$ cat src/rtl/multicycle_controller.sv
// Multi-cycle RV32I(+M) control sequencer: owns the instruction register and steps each
// instruction through FETCH/DECODE/EXEC/MEM/WB with req/ready memory handshakes.
module multicycle_controller #(
    parameter bit HAS_M       = 1'b0,
    parameter int MUL_LATENCY = 3
) (
    input  logic        clk,
    input  logic        rst,
    input  logic [31:0] i_imem_rdata,
    input  logic        i_imem_ready,
    input  logic        i_dmem_ready,
    output logic        o_imem_req,
    output logic        o_dmem_req,
    output logic [31:0] o_instr,
    output logic [4:0]  o_alu_opt,
    output logic        o_alu_a_in,
    output logic [1:0]  o_alu_b_in,
    output logic        o_write_reg_enable,
    output logic [1:0]  o_write_ram_flag,
    output logic        o_load_ram_enable,
    output logic [2:0]  o_read_ram_flag,
    output logic [1:0]  o_pc_condition,
    output logic        o_pc_write,
    output logic        o_retire,
    output logic        o_illegal,
    output logic [2:0]  o_state
);

    typedef enum logic [2:0] {
        S_IDLE   = 3'd0,
        S_FETCH  = 3'd1,
        S_DECODE = 3'd2,
        S_EXEC   = 3'd3,
        S_MEM    = 3'd4,
        S_WB     = 3'd5,
        S_TRAP   = 3'd6
    } state_t;

    localparam logic [6:0] OPC_LUI    = 7'b0110111;
    localparam logic [6:0] OPC_AUIPC  = 7'b0010111;
    localparam logic [6:0] OPC_JAL    = 7'b1101111;
    localparam logic [6:0] OPC_JALR   = 7'b1100111;
    localparam logic [6:0] OPC_BRANCH = 7'b1100011;
    localparam logic [6:0] OPC_LOAD   = 7'b0000011;
    localparam logic [6:0] OPC_STORE  = 7'b0100011;
    localparam logic [6:0] OPC_OPIMM  = 7'b0010011;
    localparam logic [6:0] OPC_OP     = 7'b0110011;
    localparam logic [6:0] OPC_FENCE  = 7'b0001111;

    localparam logic [4:0] ALU_ADD  = 5'b00000;
    localparam logic [4:0] ALU_SUB  = 5'b00001;
    localparam logic [4:0] ALU_AND  = 5'b00010;
    localparam logic [4:0] ALU_OR   = 5'b00011;
    localparam logic [4:0] ALU_XOR  = 5'b00100;
    localparam logic [4:0] ALU_SLL  = 5'b00101;
    localparam logic [4:0] ALU_SLT  = 5'b00110;
    localparam logic [4:0] ALU_SLTU = 5'b00111;
    localparam logic [4:0] ALU_SRL  = 5'b01000;
    localparam logic [4:0] ALU_SRA  = 5'b01001;
    localparam logic [4:0] ALU_JALR = 5'b01010;
    localparam logic [4:0] ALU_BEQ  = 5'b01011;
    localparam logic [4:0] ALU_BNE  = 5'b01100;
    localparam logic [4:0] ALU_BLT  = 5'b01101;
    localparam logic [4:0] ALU_BGE  = 5'b01110;
    localparam logic [4:0] ALU_BLTU = 5'b01111;
    localparam logic [4:0] ALU_BGEU = 5'b10000;
    localparam logic [4:0] ALU_LUI  = 5'b10001;
    localparam logic [4:0] ALU_MUL  = 5'b10010;

    localparam logic [3:0] LAT_M1 = 4'(MUL_LATENCY - 1);

    state_t      r_state;
    logic [31:0] r_ir;
    logic        r_imem_req;
    logic        r_dmem_req;
    logic [4:0]  r_alu_opt;
    logic        r_alu_a_in;
    logic [1:0]  r_alu_b_in;
    logic        r_write_reg_enable;
    logic [1:0]  r_write_ram_flag;
    logic        r_load_ram_enable;
    logic [2:0]  r_read_ram_flag;
    logic [1:0]  r_pc_condition;
    logic        r_pc_write;
    logic        r_retire;
    logic        r_illegal;
    logic        r_wr_pend;
    logic [1:0]  r_wram_pend;
    logic        r_is_mem;
    logic [3:0]  r_cnt;

    logic [6:0]  w_opcode;
    logic [2:0]  w_f3;
    logic [6:0]  w_f7;
    logic        w_legal;
    logic [4:0]  w_opt;
    logic        w_a;
    logic [1:0]  w_b;
    logic        w_wr;
    logic [1:0]  w_wram;
    logic        w_lre;
    logic [2:0]  w_rflag;
    logic [1:0]  w_pcc;
    logic        w_mem;
    logic        w_mop;

    assign w_opcode = r_ir[6:0];
    assign w_f3     = r_ir[14:12];
    assign w_f7     = r_ir[31:25];

    // Decode of the latched IR; captured into the control registers on leaving DECODE.
    always_comb begin
        w_legal = 1'b1;
        w_opt   = ALU_ADD;
        w_a     = 1'b0;
        w_b     = 2'b00;
        w_wr    = 1'b0;
        w_wram  = 2'b00;
        w_lre   = 1'b0;
        w_rflag = 3'b000;
        w_pcc   = 2'b00;
        w_mem   = 1'b0;
        w_mop   = 1'b0;
        case (w_opcode)
            OPC_LUI: begin
                w_opt = ALU_LUI;
                w_b   = 2'b01;
                w_wr  = 1'b1;
            end
            OPC_AUIPC: begin
                w_a  = 1'b1;
                w_b  = 2'b01;
                w_wr = 1'b1;
            end
            OPC_JAL: begin
                w_a   = 1'b1;
                w_b   = 2'b11;
                w_wr  = 1'b1;
                w_pcc = 2'b10;
            end
            OPC_JALR: begin
                w_opt = ALU_JALR;
                w_b   = 2'b01;
                w_wr  = 1'b1;
                w_pcc = 2'b11;
            end
            OPC_BRANCH: begin
                w_pcc = 2'b01;
                case (w_f3)
                    3'b000:  w_opt = ALU_BEQ;
                    3'b001:  w_opt = ALU_BNE;
                    3'b100:  w_opt = ALU_BLT;
                    3'b101:  w_opt = ALU_BGE;
                    3'b110:  w_opt = ALU_BLTU;
                    3'b111:  w_opt = ALU_BGEU;
                    default: w_legal = 1'b0;
                endcase
            end
            OPC_LOAD: begin
                w_b   = 2'b01;
                w_wr  = 1'b1;
                w_lre = 1'b1;
                w_mem = 1'b1;
                case (w_f3)
                    3'b000:  w_rflag = 3'b111;
                    3'b001:  w_rflag = 3'b110;
                    3'b010:  w_rflag = 3'b001;
                    3'b100:  w_rflag = 3'b011;
                    3'b101:  w_rflag = 3'b010;
                    default: w_legal = 1'b0;
                endcase
            end
            OPC_STORE: begin
                w_b   = 2'b01;
                w_mem = 1'b1;
                case (w_f3)
                    3'b000:  w_wram = 2'b11;
                    3'b001:  w_wram = 2'b10;
                    3'b010:  w_wram = 2'b01;
                    default: w_legal = 1'b0;
                endcase
            end
            OPC_OPIMM: begin
                w_b  = 2'b01;
                w_wr = 1'b1;
                case (w_f3)
                    3'b000: w_opt = ALU_ADD;
                    3'b010: w_opt = ALU_SLT;
                    3'b011: w_opt = ALU_SLTU;
                    3'b100: w_opt = ALU_XOR;
                    3'b110: w_opt = ALU_OR;
                    3'b111: w_opt = ALU_AND;
                    3'b001: begin
                        w_opt = ALU_SLL;
                        if (w_f7 != 7'b0000000) w_legal = 1'b0;
                    end
                    default: begin
                        if (w_f7 == 7'b0000000)      w_opt = ALU_SRL;
                        else if (w_f7 == 7'b0100000) w_opt = ALU_SRA;
                        else                         w_legal = 1'b0;
                    end
                endcase
            end
            OPC_OP: begin
                w_wr = 1'b1;
                if (w_f7 == 7'b0000000) begin
                    case (w_f3)
                        3'b000:  w_opt = ALU_ADD;
                        3'b001:  w_opt = ALU_SLL;
                        3'b010:  w_opt = ALU_SLT;
                        3'b011:  w_opt = ALU_SLTU;
                        3'b100:  w_opt = ALU_XOR;
                        3'b101:  w_opt = ALU_SRL;
                        3'b110:  w_opt = ALU_OR;
                        default: w_opt = ALU_AND;
                    endcase
                end else if (w_f7 == 7'b0100000) begin
                    case (w_f3)
                        3'b000:  w_opt = ALU_SUB;
                        3'b101:  w_opt = ALU_SRA;
                        default: w_legal = 1'b0;
                    endcase
                end else if (HAS_M && w_f7 == 7'b0000001) begin
                    // M codes are contiguous from mul in func3 order.
                    w_opt = ALU_MUL + {2'b00, w_f3};
                    w_mop = 1'b1;
                end else begin
                    w_legal = 1'b0;
                end
            end
            OPC_FENCE: begin
                w_opt = ALU_ADD;
            end
            default: w_legal = 1'b0;
        endcase
    end

    always_ff @(posedge clk or posedge rst) begin
        if (rst) begin
            r_state            <= S_IDLE;
            r_ir               <= 32'd0;
            r_imem_req         <= 1'b0;
            r_dmem_req         <= 1'b0;
            r_alu_opt          <= 5'd0;
            r_alu_a_in         <= 1'b0;
            r_alu_b_in         <= 2'b00;
            r_write_reg_enable <= 1'b0;
            r_write_ram_flag   <= 2'b00;
            r_load_ram_enable  <= 1'b0;
            r_read_ram_flag    <= 3'b000;
            r_pc_condition     <= 2'b00;
            r_pc_write         <= 1'b0;
            r_retire           <= 1'b0;
            r_illegal          <= 1'b0;
            r_wr_pend          <= 1'b0;
            r_wram_pend        <= 2'b00;
            r_is_mem           <= 1'b0;
            r_cnt              <= 4'd0;
        end else begin
            case (r_state)
                S_IDLE: begin
                    r_state    <= S_FETCH;
                    r_imem_req <= 1'b1;
                end
                S_FETCH: begin
                    if (r_imem_req && i_imem_ready) begin
                        r_ir       <= i_imem_rdata;
                        r_imem_req <= 1'b0;
                        r_state    <= S_DECODE;
                    end
                end
                S_DECODE: begin
                    if (w_legal) begin
                        r_alu_opt         <= w_opt;
                        r_alu_a_in        <= w_a;
                        r_alu_b_in        <= w_b;
                        r_load_ram_enable <= w_lre;
                        r_read_ram_flag   <= w_rflag;
                        r_pc_condition    <= w_pcc;
                        r_wr_pend         <= w_wr;
                        r_wram_pend       <= w_wram;
                        r_is_mem          <= w_mem;
                        r_cnt             <= w_mop ? LAT_M1 : 4'd0;
                        r_state           <= S_EXEC;
                    end else begin
                        r_illegal <= 1'b1;
                        r_state   <= S_TRAP;
                    end
                end
                S_EXEC: begin
                    if (r_cnt != 4'd0) begin
                        r_cnt <= r_cnt - 4'd1;
                    end else if (r_is_mem) begin
                        r_dmem_req       <= 1'b1;
                        r_write_ram_flag <= r_wram_pend;
                        r_state          <= S_MEM;
                    end else begin
                        r_pc_write         <= 1'b1;
                        r_retire           <= 1'b1;
                        r_write_reg_enable <= r_wr_pend;
                        r_state            <= S_WB;
                    end
                end
                S_MEM: begin
                    if (r_dmem_req && i_dmem_ready) begin
                        r_dmem_req         <= 1'b0;
                        r_write_ram_flag   <= 2'b00;
                        r_pc_write         <= 1'b1;
                        r_retire           <= 1'b1;
                        r_write_reg_enable <= r_wr_pend;
                        r_state            <= S_WB;
                    end
                end
                S_WB: begin
                    r_pc_write         <= 1'b0;
                    r_retire           <= 1'b0;
                    r_write_reg_enable <= 1'b0;
                    r_imem_req         <= 1'b1;
                    r_state            <= S_FETCH;
                end
                S_TRAP: begin
                    r_state <= S_TRAP;
                end
                default: begin
                    r_state <= S_IDLE;
                end
            endcase
        end
    end

    assign o_imem_req         = r_imem_req;
    assign o_dmem_req         = r_dmem_req;
    assign o_instr            = r_ir;
    assign o_alu_opt          = r_alu_opt;
    assign o_alu_a_in         = r_alu_a_in;
    assign o_alu_b_in         = r_alu_b_in;
    assign o_write_reg_enable = r_write_reg_enable;
    assign o_write_ram_flag   = r_write_ram_flag;
    assign o_load_ram_enable  = r_load_ram_enable;
    assign o_read_ram_flag    = r_read_ram_flag;
    assign o_pc_condition     = r_pc_condition;
    assign o_pc_write         = r_pc_write;
    assign o_retire           = r_retire;
    assign o_illegal          = r_illegal;
    assign o_state            = r_state;

endmodule
$ cat config.mk
export PLATFORM = sky130hd
export DESIGN_NAME = multicycle_controller
export DESIGN_NICKNAME = d
export VERILOG_FILES = /design/src/rtl/multicycle_controller.sv
export SDC_FILE = /design/constraint.sdc
export NUM_CORES = 1
export LEC_CHECK = 0
export ABC_AREA = 1
export CAP_MARGIN = 25
export CORE_MARGIN = 8
export CORE_UTILIZATION = 35
export DETAILED_ROUTE_END_ITERATION = 6
export DONT_BUFFER_PORTS = 1
export HOLD_SLACK_MARGIN = 0.06
export SYNTH_ARGS = -nofsm -noshare
export SYNTH_HDL_FRONTEND = slang
export SYNTH_SLANG_ARGS = --single-unit
$ cat constraint.sdc
create_clock -name clk -period 5.91 [get_ports clk]
set_input_delay 1.182 -clock clk [delete_from_list [all_inputs] [get_ports clk]]
set_output_delay 1.182 -clock clk [all_outputs]
set_load 0.005 [all_outputs]
==> flow_summary_export.csv <==
group,metric,value,unit
grt,grt_overflow_total,0,
worst_setup_path,max_stage_delay,0.43,ns
worst_setup_path,arrival,2.57,ns
grt,antenna_found_initial,0,
synth,synth_ff_type,"dfrtp_1",
place,io_buffers,0,
power,ir_drop,0.000251,V
timing,slew_violations,0,
worst_setup_path,crit_required,6.14,ns
detailed_routing,wl_per_cell,15.3,um
floorplan,core.rowCount,35,
floorplan,die_w,112,um
worst_setup_path,crit_chain,"nand2_1, nor2_2, buf_4, inv_1, a221o_1",
synth,synth.top_cells.by_area,"dfrtp_1 (49%), nand2_1 (19%), nor2_1 (3.7%), inv_1 (3.4%), nand2_2 (3.3%)",
detailed_routing,wl_met2,3630,um
clock_network,cts_tree,"built",
synth,yosysMostFrequentCell,"nand2_1",
clock_network,clkSlewWorstSetupHoldPaths,0.07,ns
timing,worst_slack,3.57,ns
worst_setup_path,crit_family,"buffers and inverters",
synth,syn_nets,446,
timing,period_needed,2.34,ns
timing,hold_ws,0.492,ns
floorplan,io_pins,93,
hold_path,min_path_cells,2,
clock_network,clock_latency,0.34,ns
flow_run,cap_violations,0,
finish,syn2layout_area_growth,9.66,%
grt,grt.total_usage,0.134,
worst_setup_path,critPathLaunchType,"input port",
clock_network,cts_buffers,9,
worst_setup_path,worst_r2r_path_depth,7,
floorplan,start_util,0.355,
worst_setup_path,cp_slowest_cell,"inv_1",
clock_network,clock_sinks,64,
synth,synth_seq_area_share,0.495,
grt,grt_max_degree,65,
clock_network,hold_buffers,0,
timing,fin_crit_sh,0.396,
detailed_routing,drtIter0Drc,209,
detailed_routing,highest_layer,"met4",
worst_setup_path,crit_fanout,42,
synth,synthCells,408,
floorplan,dieArea,12600,um2
finish,nNetsFinal,449,
detailed_routing,wirelength,8050,um
clock_network,h-tree-depth,3,
finish,diodes,0,
synth,yosys_warnings,0,
timing,rsz0062_at_grt,"false",
grt,grt_pass1_wl,13400,um
synth,synth_area,3240,um2
detailed_routing,drt_pre_antenna_iters,4,
floorplan,core,9110,um2
power,leakagePower,0.00180,uW
clock_network,ctsResizeCount,0,
detailed_routing,drcViolationCount,0,
clock_network,cts-root-buf,"clkbuf_8",
synth,synthDistinctLibCells,36,
place,gp_congestion,0.886,
timing,maxSlewHeadroom,0.477,
timing,finalSetupViolCount,0,
place,pre_cts_ws,3.19,ns
synth,synth_top_area_frac,0.495,
detailed_routing,routed_via_density,4.90,
synth,synth_top_area_cell,"dfrtp_1",
worst_setup_path,cp.depth,5,
worst_setup_path,path_buf_inv,2,
synth,avgSynthCellArea,7.93,um2
synth,synth_top_cells_by_count,"nand2_1 (167), dfrtp_1 (64), nor2_1 (32)",
hold_path,hold_class,"reg2reg",
timing,finalSetupTns,0,ns
detailed_routing,dr_wl_met3,941,um
synth,synth_edf_count,0,
timing,clock_skew,0.00708,ns
timing,fmaxAchievable,0.428,GHz
detailed_routing,wl_met1,3390,um
detailed_routing,vias,2580,
place,dpl.hpwl,6170,um
outcome,status,"finished, final reports clean",
floorplan,dieHeight,112,um
synth,synth-seq-cells,64,
worst_setup_path,crit_path_end_kind,"flip-flop",
synth,synthArstFlopShare,1.00,
clock_network,cts_setup_buffers,0,
grt,grt_pass1_vias,2672,
worst_setup_path,path_class,"in2reg",
finish,drive_gt1_frac,0.168,
timing,hold_viol_final,0,
timing,max_slew.worst_pin.slew,0.785,ns
clock_network,clockBufferDepth,2,
detailed_routing,postRouteAntennaNets,0,
power,power_density,474,nW/um2
-- tightest hold or removal path, stage by stage, from the launching register on --
cell and delay (ns):
dfrtp_1 0.36, nand2_2 0.06, o21ai_2 0.04
-- per-stage QoR --
step	area [um2]	std cells	power, uW	utilization
CTS	3550	527	1700	0.390
detailed placement	3320	511	1270	0.365
floorplan	3240	408	1120	-
finish	3550	527	1680	0.390
global placement	3320	511	1260	0.365
global route	3550	527	1820	0.390
-- routing by layer --
layer | GRT usage | vias to the layer above
li1 | - | 1293
met1 | 0.157 | 1175
met2 | 0.206 | 104
met3 | 0.0698 | 8
met4 | 0.0423 | 0
met5 | 0 | -
-- layout by cell type, fill, tap and decap left out, drive strengths merged --
| master | synthesis | final |
|---|---|---|
| nand3 | 23 | 23 |
| a31oi | 3 | 3 |
| clkinv | 1 | 2 |
| nand4 | 2 | 2 |
| o21bai | 1 | 1 |
| o31ai | 1 | 1 |
| a221o | 1 | 1 |
| nand2 | 185 | 185 |
| nor3 | 5 | 5 |
| clkbuf | 3 | 9 |
| nor2 | 40 | 40 |
| dfrtp | 64 | 64 |
| inv | 33 | 36 |
| nor4 | 2 | 2 |
| buf | 7 | 2 |
| o21ai | 25 | 25 |
| ha | 2 | 2 |
| o41ai | 1 | 1 |
| o2111ai | 1 | 1 |
| clkinvlp | 0 | 1 |
| xor2 | 1 | 1 |
| a211oi | 1 | 1 |
| mux2 | 1 | 1 |
| or2 | 1 | 1 |
| bufinv | 0 | 2 |
| xnor2 | 1 | 1 |
| a21oi | 3 | 3 |
-- registers in the layout, summed over array words and instances (netlist names), 2 cells and up --
| signal | cells |
|---|---|
| o_state | 3 |
| o_read_ram_flag | 3 |
| o_instr | 32 |
| o_write_ram_flag | 2 |
| r_cnt | 4 |
| r_wram_pend | 2 |
| o_alu_opt | 5 |
| o_alu_b_in | 2 |
| o_pc_condition | 2 |
-- layout make-up --
type | count | area [um2]
Clock inverter | 7 | 103
Inverter | 34 | 128
Timing Repair Buffer | 2 | 15.0
Sequential cell | 64 | 1600
Clock buffer | 9 | 124
Tap cell | 111 | 139
Multi-Input combinational cell | 300 | 1440
Fill cell | 972 | 5560
-- where the power goes --
group / switching (uW) / leakage [uW] / total [uW] / internal, uW
Sequential: 175 / 0.000821 / 748 / 573
Combinational: 349 / 0.000866 / 509 / 160
Clock: 182 / 0.000111 / 424 / 242
Total: 706 / 0.00180 / 1680 / 976
-- kinds of logic after synthesis --
family	after synthesis	synth area share
AO/OA/AOI/OAI	37	0.0785
AND/OR/NAND/NOR	258	0.350
multiplexers	1	0.00348
buffers and inverters	44	0.0603
XOR/XNOR	2	0.00541
flip-flops	64	0.495
adder cells (fa/ha/maj)	2	0.00773
-- worst paths after layout --
check | startpoint | end | slack (ns)
max in group asynchronous | rst | o_instr[1] | 4.45
worst min-delay path | r_is_mem | r_is_mem | 0.49
min in group asynchronous | rst | o_instr[6] | 0.95
worst max-delay path | i_imem_ready | o_imem_req | 3.57
worst min register to register | r_is_mem | r_is_mem | 0.49
worst max register to register | o_state[0] | o_imem_req | 3.69
Power figures use the tool's default switching activity.
